**config.mk**
```make
export PLATFORM = sky130hd
export DESIGN_NAME = fetch_stage_bp
export DESIGN_NICKNAME = d
export VERILOG_FILES = /design/src/rtl/fetch_pkg.sv /design/src/rtl/fetch_stage_bp_btb.sv /design/src/rtl/fetch_stage_bp.sv
export SDC_FILE = /design/constraint.sdc
export NUM_CORES = 2
export LEC_CHECK = 0
export CAP_MARGIN = 20
export CELL_PAD_IN_SITES_DETAIL_PLACEMENT = 0
export CELL_PAD_IN_SITES_GLOBAL_PLACEMENT = 1
export CORE_ASPECT_RATIO = 0.8
export CORE_MARGIN = 1.5
export CORE_UTILIZATION = 44
export CTS_BUF_LIST = sky130_fd_sc_hd__clkbuf_4 sky130_fd_sc_hd__clkbuf_8 sky130_fd_sc_hd__clkbuf_16
export DETAILED_ROUTE_END_ITERATION = 8
export PLACE_DENSITY_LB_ADDON = 0.1
export SLEW_MARGIN = 20
export SYNTH_ARGS = -nofsm -noshare
export SYNTH_HDL_FRONTEND = slang
export SYNTH_SLANG_ARGS = --single-unit
```
**constraint.sdc**
```tcl
create_clock -name clk -period 55.9 [get_ports clk]
set_input_delay 11.18 -clock clk [delete_from_list [all_inputs] [get_ports clk]]
set_output_delay 11.18 -clock clk [all_outputs]
set_load 0.03 [all_outputs]
```
**src/rtl/fetch_pkg.sv**
```systemverilog
// Shared types and constants for the instruction-fetch stage and its BTB.
package fetch_pkg;

  // Widest address the BTB entry storage supports; narrower cores zero-extend.
  localparam int XLEN = 32;

  localparam logic [31:0] NOP = 32'h0000_0013;

  typedef enum logic [1:0] {
    SNT = 2'b00,
    WNT = 2'b01,
    WT  = 2'b10,
    ST  = 2'b11
  } ctr_e;

  typedef struct packed {
    logic            valid;
    logic [XLEN-1:0] tag;
    logic [XLEN-1:0] target;
    ctr_e            ctr;
  } btb_entry_t;

  function automatic ctr_e ctr_next(input ctr_e c, input logic taken);
    ctr_e n;
    n = c;
    case (c)
      SNT:     n = taken ? WNT : SNT;
      WNT:     n = taken ? WT  : SNT;
      WT:      n = taken ? ST  : WNT;
      ST:      n = taken ? ST  : WT;
      default: n = c;
    endcase
    return n;
  endfunction

endpackage

```
**src/rtl/fetch_stage_bp_btb.sv**
```systemverilog
// Direct-mapped branch target buffer: combinational lookup, one update port.
// Addresses arrive as word addresses (byte offset already dropped).
module btb
  import fetch_pkg::*;
#(
  parameter int ADDRESS_WIDTH = 32,
  parameter int BTB_ENTRIES   = 16
) (
  input  logic                     clk,
  input  logic                     rst,
  input  logic [ADDRESS_WIDTH-3:0] rd_word,
  output logic                     rd_taken,
  output logic [ADDRESS_WIDTH-1:0] rd_target,
  input  logic                     upd_en,
  input  logic [ADDRESS_WIDTH-3:0] upd_word,
  input  logic [ADDRESS_WIDTH-1:0] upd_target,
  input  logic                     upd_taken
);

  localparam int IDX = $clog2(BTB_ENTRIES);

  btb_entry_t entry_q [BTB_ENTRIES];
  btb_entry_t entry_d [BTB_ENTRIES];

  logic [IDX-1:0]  rd_idx;
  logic [XLEN-1:0] rd_tag;
  btb_entry_t      rd_entry;
  logic            rd_hit;

  logic [IDX-1:0]  upd_idx;
  logic [XLEN-1:0] upd_tag;
  btb_entry_t      upd_entry;
  logic            upd_hit;
  logic            wr_en;
  btb_entry_t      wr_entry;

  always_comb begin
    rd_idx    = rd_word[IDX-1:0];
    rd_tag    = XLEN'(rd_word[ADDRESS_WIDTH-3:IDX]);
    rd_entry  = entry_q[rd_idx];
    rd_hit    = rd_entry.valid && (rd_entry.tag == rd_tag);
    rd_taken  = rd_hit && rd_entry.ctr[1];
    rd_target = rd_entry.target[ADDRESS_WIDTH-1:0];
  end

  // A hit trains the counter; a taken miss evicts whatever shares the index.
  always_comb begin
    upd_idx   = upd_word[IDX-1:0];
    upd_tag   = XLEN'(upd_word[ADDRESS_WIDTH-3:IDX]);
    upd_entry = entry_q[upd_idx];
    upd_hit   = upd_entry.valid && (upd_entry.tag == upd_tag);
    wr_en     = 1'b0;
    wr_entry  = upd_entry;
    if (upd_en) begin
      if (upd_hit) begin
        wr_en        = 1'b1;
        wr_entry.ctr = ctr_next(upd_entry.ctr, upd_taken);
        if (upd_taken) begin
          wr_entry.target = XLEN'(upd_target);
        end
      end else if (upd_taken) begin
        wr_en           = 1'b1;
        wr_entry.valid  = 1'b1;
        wr_entry.tag    = upd_tag;
        wr_entry.target = XLEN'(upd_target);
        wr_entry.ctr    = WT;
      end
    end
  end

  always_comb begin
    entry_d = entry_q;
    if (wr_en) begin
      entry_d[upd_idx] = wr_entry;
    end
  end

  always_ff @(posedge clk or posedge rst) begin
    if (rst) begin
      for (int i = 0; i < BTB_ENTRIES; i++) begin
        entry_q[i] <= '0;
      end
    end else begin
      entry_q <= entry_d;
    end
  end

endmodule

```
**src/rtl/fetch_stage_bp.sv**
```systemverilog
// RV32I fetch stage: PC register, next-PC selection with BTB prediction,
// and the IF/ID pipeline register feeding decode.
module fetch_stage_bp
  import fetch_pkg::*;
#(
  parameter int                     ADDRESS_WIDTH = 32,
  parameter int                     DATA_WIDTH    = 32,
  parameter int                     BTB_ENTRIES   = 16,
  parameter logic [ADDRESS_WIDTH-1:0] RESET_PC    = '0
) (
  input  logic                     clk,
  input  logic                     rst,
  input  logic                     StallF,
  input  logic                     StallD,
  input  logic                     FlushD,
  input  logic                     PCSrcE,
  input  logic [ADDRESS_WIDTH-1:0] PCTargetE,
  input  logic                     BtbUpdE,
  input  logic [ADDRESS_WIDTH-1:0] BtbPcE,
  input  logic [ADDRESS_WIDTH-1:0] BtbTargetE,
  input  logic                     BtbTakenE,
  output logic [ADDRESS_WIDTH-1:0] instr_addr,
  input  logic [DATA_WIDTH-1:0]    instr_in,
  output logic [DATA_WIDTH-1:0]    InstrD,
  output logic [ADDRESS_WIDTH-1:0] PCD,
  output logic [ADDRESS_WIDTH-1:0] PCPlus4D,
  output logic                     PredTakenD,
  output logic                     ValidD
);

  logic [ADDRESS_WIDTH-1:0] pc_q, pc_d;
  logic [ADDRESS_WIDTH-1:0] pc_plus4;
  logic                     pred_taken;
  logic [ADDRESS_WIDTH-1:0] pred_target;

  logic [DATA_WIDTH-1:0]    instr_q, instr_d;
  logic [ADDRESS_WIDTH-1:0] pcd_q, pcd_d;
  logic [ADDRESS_WIDTH-1:0] pcp4d_q, pcp4d_d;
  logic                     predd_q, predd_d;
  logic                     validd_q, validd_d;

  // Instructions are word aligned, so the byte offset never reaches the BTB.
  logic btb_pc_unused;
  assign btb_pc_unused = ^BtbPcE[1:0];

  btb #(
    .ADDRESS_WIDTH (ADDRESS_WIDTH),
    .BTB_ENTRIES   (BTB_ENTRIES)
  ) u_btb (
    .clk        (clk),
    .rst        (rst),
    .rd_word    (pc_q[ADDRESS_WIDTH-1:2]),
    .rd_taken   (pred_taken),
    .rd_target  (pred_target),
    .upd_en     (BtbUpdE),
    .upd_word   (BtbPcE[ADDRESS_WIDTH-1:2]),
    .upd_target (BtbTargetE),
    .upd_taken  (BtbTakenE)
  );

  assign pc_plus4   = pc_q + ADDRESS_WIDTH'(4);
  assign instr_addr = pc_q;

  // Redirect outranks the stall so a mispredict is never lost behind a hazard.
  always_comb begin
    pc_d = pc_plus4;
    if (PCSrcE) begin
      pc_d = PCTargetE;
    end else if (StallF) begin
      pc_d = pc_q;
    end else if (pred_taken) begin
      pc_d = pred_target;
    end
  end

  always_comb begin
    instr_d  = instr_q;
    pcd_d    = pcd_q;
    pcp4d_d  = pcp4d_q;
    predd_d  = predd_q;
    validd_d = validd_q;
    if (FlushD) begin
      instr_d  = DATA_WIDTH'(NOP);
      pcd_d    = '0;
      pcp4d_d  = '0;
      predd_d  = 1'b0;
      validd_d = 1'b0;
    end else if (!StallD) begin
      instr_d  = instr_in;
      pcd_d    = pc_q;
      pcp4d_d  = pc_plus4;
      predd_d  = pred_taken;
      validd_d = 1'b1;
    end
  end

  always_ff @(posedge clk or posedge rst) begin
    if (rst) begin
      pc_q     <= RESET_PC;
      instr_q  <= DATA_WIDTH'(NOP);
      pcd_q    <= '0;
      pcp4d_q  <= '0;
      predd_q  <= 1'b0;
      validd_q <= 1'b0;
    end else begin
      pc_q     <= pc_d;
      instr_q  <= instr_d;
      pcd_q    <= pcd_d;
      pcp4d_q  <= pcp4d_d;
      predd_q  <= predd_d;
      validd_q <= validd_d;
    end
  end

  assign InstrD     = instr_q;
  assign PCD        = pcd_q;
  assign PCPlus4D   = pcp4d_q;
  assign PredTakenD = predd_q;
  assign ValidD     = validd_q;

endmodule

```
==> qor_table.md <==
| Parameter | This run | Unit |
| --- | --- | --- |
| Outcome | finished, final reports clean | - |
| Synthesis-to-layout area growth | 14.0 | % |
| Std cell rows | 123 | - |
| Instance count of the mapped netlist | 4445 | - |
| Clock sinks | 1200 | - |
| Aggregate negative setup slack | 0 | ps |
| Launching instance or port of the critical path | BtbPcE[2] | - |
| Post-route minimum period | 17960 | ps |
| Library cell used as clock root buffer | sky130_fd_sc_hd__clkbuf_16 | - |
| Number of global-route vias before repair | 41321 | - |
| H-tree Lvls | 4 | - |
| CTS hold repair buffers | 0 | - |
| CTS tree | done | - |
| Clock tree skew after final layout | 21.1 | ps |
| Overall die height | 341 | um |
| Largest net degree at the start of global routing | 162 | - |
| Critical path peak fanout | 62 | - |
| Sequential Area | 0.0300 | mm2 |
| Nature of the critical path startpoint | input pin | - |
| Wire length reported by the detailed router | 203 | mm |
| Antenna violation net count after detailed routing | 0 | - |
| Number of nets at the end of the flow | 4657 | - |
| Share of synthesized flip-flops with an asynchronous set or reset | 100 | % |
| GRT overflow | 0 | - |
| Total setup buffers inserted after CTS | 0 | - |
| Global placer's final weighted congestion | 0.828 | - |
| CTS Buf Count | 133 | - |
| Pre-antenna DRT Iters | 5 | - |
| Post-synth EDFFs | 0 | - |
| Mapped Avg Cell Area | 14.1 | um2 |
| Yosys warns | 0 | - |
| Clock insertion delay at the later pin of the skew report | 780 | ps |
| Global-route wire length before repair | 300 | mm |
| Total Routing Usage GR | 28.3 | % |
| Number of violations reported at the end of detailed-routing iteration 0 | 3371 | - |
| Fillers | 12104 | - |
| Area taken by multi-input logic gates | 0.0310 | mm2 |
| Average wire length per cell after detail routing | 31.3 | um |
| Worst min path class | reg -> reg | - |
| Worst path arrival time | 18620 | ps |
| Layout cell share with drive strength beyond 1 | 40.4 | % |
| Startpoint of the tightest hold check path | u_btb.entry_q[535] | - |
| Most frequently used flop master after synthesis | sky130_fd_sc_hd__dfrtp_1 | - |
| Ports | 266 | - |
| Number of non-filler instances in the completed layout | 6495 | - |
| Peak Freq | 0.0557 | GHz |
| Count of state elements after synthesis | 1200 | - |
| Placeable Area | 0.141 | mm2 |
| Headroom to the max-slew limit | 9.67 | % |
| Power per standard cell area | 34.5 | mW/mm2 |
| Depth of the most critical reg-to-reg path | 10 | - |
| Flop-to-flop setup slack | 49720 | ps |
| Synthesized cell area | 0.0628 | mm2 |
| Net count of the mapped netlist | 4582 | - |
| Portion of the clock cycle consumed by the worst path in the final layout | 32.1 | % |
| Final setup viols | 0 | - |
| Resize count post-CTS | 0 | - |
| Dpl cells | 6258 | - |
| Reported leakage power | 32.4 | nW |
| Area enclosed by the die boundary | 0.145 | mm2 |
| Path type of the worst setup path | in -> reg | - |
| Initial antenna violation count | 3 | - |
| Detailed placement HPWL | 120 | mm |
| Instance count along the most critical hold path | 1 | - |
| Setup repair after global routing missed its margin | false | - |
| Port Buffer Count | 263 | - |
| Total number of vias | 40339 | - |
| Yosys cell types | 66 | - |
| Residual DRC | 0 | - |
| Worst r2r src | u_btb.entry_q[52] | - |
| Sort of element at the end of the critical path | flop | - |
| Number of max-cap violations | 0 | - |
| Worst IR drop on VDD | 29.9 | uV |
| Starting density of the core | 44.5 | % |
| Count of final hold-check violations | 0 | - |
| Worst-margin pin slew | 1320 | ps |
| Number of vias per cell after detailed routing | 6.21 | - |
| Horizontal extent of the die | 425 | um |
| WP data required | 56550 | ps |
| Proportion of synthesized chip area in sequential cells | 47.8 | % |
| Max-slew violations | 0 | - |
| Clock transition at the registers of the reported paths | 60 | ps |
| Number of buffers between clock root and the deepest sink | 3 | - |
[placed cells by master, fill, tap and decap left out, drive strengths merged, types with 5 or more instances in the layout]
cell and n:
a211oi 5, a21oi 66, a221oi 68, a22oi 38, a31oi 11, and2 70
and3 33, and4 7, buf 100, bufinv 10, clkbuf 194, clkdlybuf4s50 257
clkinv 30, dfrtp 1197, inv 18, mux2 1031, mux2i 287, mux4 452
nand2 58, nand2b 15, nand3 57, nand4 14, nand4b 6, nor2 210
nor2b 42, nor3 56, nor4 17, o21ai 75, o22ai 6, or2 7
or3 28, xnor2 52, xor2 39
[sequential cells by signal, indices dropped and copies added, names as in the netlist]
| register | flops |
|---|---|
| ValidD | 1 |
| PredTakenD | 1 |
| PCD | 32 |
| instr_addr | 32 |
| InstrD | 32 |
| PCPlus4D | 30 |
| u_btb.entry_q | 1072 |
[report_power, final]
| part | switching [mW] | total [mW] | leakage, nW | internal, mW |
|---|---|---|---|---|
| Combinational | 0.254 | 0.496 | 13.9 | 0.241 |
| Clock | 0.369 | 0.923 | 2.31 | 0.553 |
| Sequential | 0.0810 | 1.05 | 16.1 | 0.971 |
| Total | 0.705 | 2.47 | 32.4 | 1.77 |
[worst paths after layout]
check,end
worst min-delay path,u_btb.entry_q[535]
worst max register to register,u_btb.entry_q[369]
worst min register to register,u_btb.entry_q[535]
min in group asynchronous,u_btb.entry_q[1044]
max in group asynchronous,instr_addr[2]
worst max-delay path,u_btb.entry_q[369]
[cells by family after synthesis]
logic type / after synthesis / share of synthesized area [%]
multiplexers: 1770 / 39.3
flip-flops: 1200 / 47.8
AND/OR/NAND/NOR: 639 / 5.20
buffers and inverters: 437 / 3.06
AO/OA/AOI/OAI: 306 / 3.33
XOR/XNOR: 91 / 1.27
adder cells (fa/ha/maj): 2 / 0.0359
[Yosys cell counts (6+ instances only)]
library cell | count | area share (%)
sky130_fd_sc_hd__and2_1 | 70 | 0.70
sky130_fd_sc_hd__xnor2_1 | 52 | 0.73
sky130_fd_sc_hd__nor3_1 | 56 | 0.45
sky130_fd_sc_hd__nand4_1 | 14 | 0.14
sky130_fd_sc_hd__nand4b_1 | 6 | 0.084
sky130_fd_sc_hd__nand2_1 | 58 | 0.35
sky130_fd_sc_hd__buf_1 | 69 | 0.41
sky130_fd_sc_hd__and4_1 | 7 | 0.098
sky130_fd_sc_hd__o21ai_0 | 74 | 0.59
sky130_fd_sc_hd__o22ai_1 | 6 | 0.060
sky130_fd_sc_hd__or3_1 | 28 | 0.28
sky130_fd_sc_hd__buf_2 | 131 | 1.0
sky130_fd_sc_hd__mux4_2 | 452 | 16
sky130_fd_sc_hd__a22oi_1 | 38 | 0.45
sky130_fd_sc_hd__nor2_1 | 209 | 1.2
sky130_fd_sc_hd__and3_1 | 33 | 0.33
sky130_fd_sc_hd__nor2b_1 | 42 | 0.42
sky130_fd_sc_hd__a221oi_1 | 68 | 0.95
sky130_fd_sc_hd__xor2_1 | 39 | 0.54
sky130_fd_sc_hd__a31oi_1 | 11 | 0.11
sky130_fd_sc_hd__mux2i_1 | 287 | 4.6
sky130_fd_sc_hd__mux2_2 | 1031 | 18
sky130_fd_sc_hd__inv_1 | 15 | 0.090
sky130_fd_sc_hd__nand2b_1 | 15 | 0.15
sky130_fd_sc_hd__dfrtp_1 | 1197 | 48
sky130_fd_sc_hd__nand3_1 | 57 | 0.45
sky130_fd_sc_hd__clkbuf_1 | 192 | 1.1
sky130_fd_sc_hd__nor4_1 | 17 | 0.17
sky130_fd_sc_hd__buf_4 | 21 | 0.25
sky130_fd_sc_hd__or2_2 | 7 | 0.070
sky130_fd_sc_hd__a21oi_1 | 66 | 0.53
[stage by stage]
step	cell area (um2)	hold slack, ps	worst slack, ps	power, mW	utilization (%)
after floorplan	62800	425	10920	1.39	-
after global placement	66900	444	36940	1.55	47.4
after detailed placement	66900	445	36930	1.56	47.4
after CTS	71500	461	37720	2.49	50.7
after global routing	71600	464	37470	2.57	50.7
final	71600	459	37940	2.47	50.7
[area by class of cell]
type / instances / share of cell area [%]
sequential: 1200 / 42.0
antenna: 1 / 0.00350
inverter: 19 / 0.112
clock buffer: 193 / 5.72
timing repair buffer: 358 / 4.92
multi-input combinational: 2808 / 43.3
tap: 1875 / 3.28
clock inverter: 41 / 0.659
[layer usage]
metal	share of wire [%]	GRT usage, %
met3	5.9	5.20
met2	46	43.4
met4	2.7	8.27
met1	46	41.1
met5	0	0
[worst max-delay path: stages]
cell	delay, ps
sky130_fd_sc_hd__buf_8	500
sky130_fd_sc_hd__buf_4	710
sky130_fd_sc_hd__buf_4	800
sky130_fd_sc_hd__mux4_2	630
sky130_fd_sc_hd__mux2i_1	210
sky130_fd_sc_hd__xnor2_1	90
sky130_fd_sc_hd__a2111oi_0	600
sky130_fd_sc_hd__o211ai_1	530
sky130_fd_sc_hd__o41ai_4	1120
sky130_fd_sc_hd__nand3_4	1030
sky130_fd_sc_hd__buf_4	730
sky130_fd_sc_hd__mux2_2	380
No activity file was read; power rests on OpenSTA's default activity.
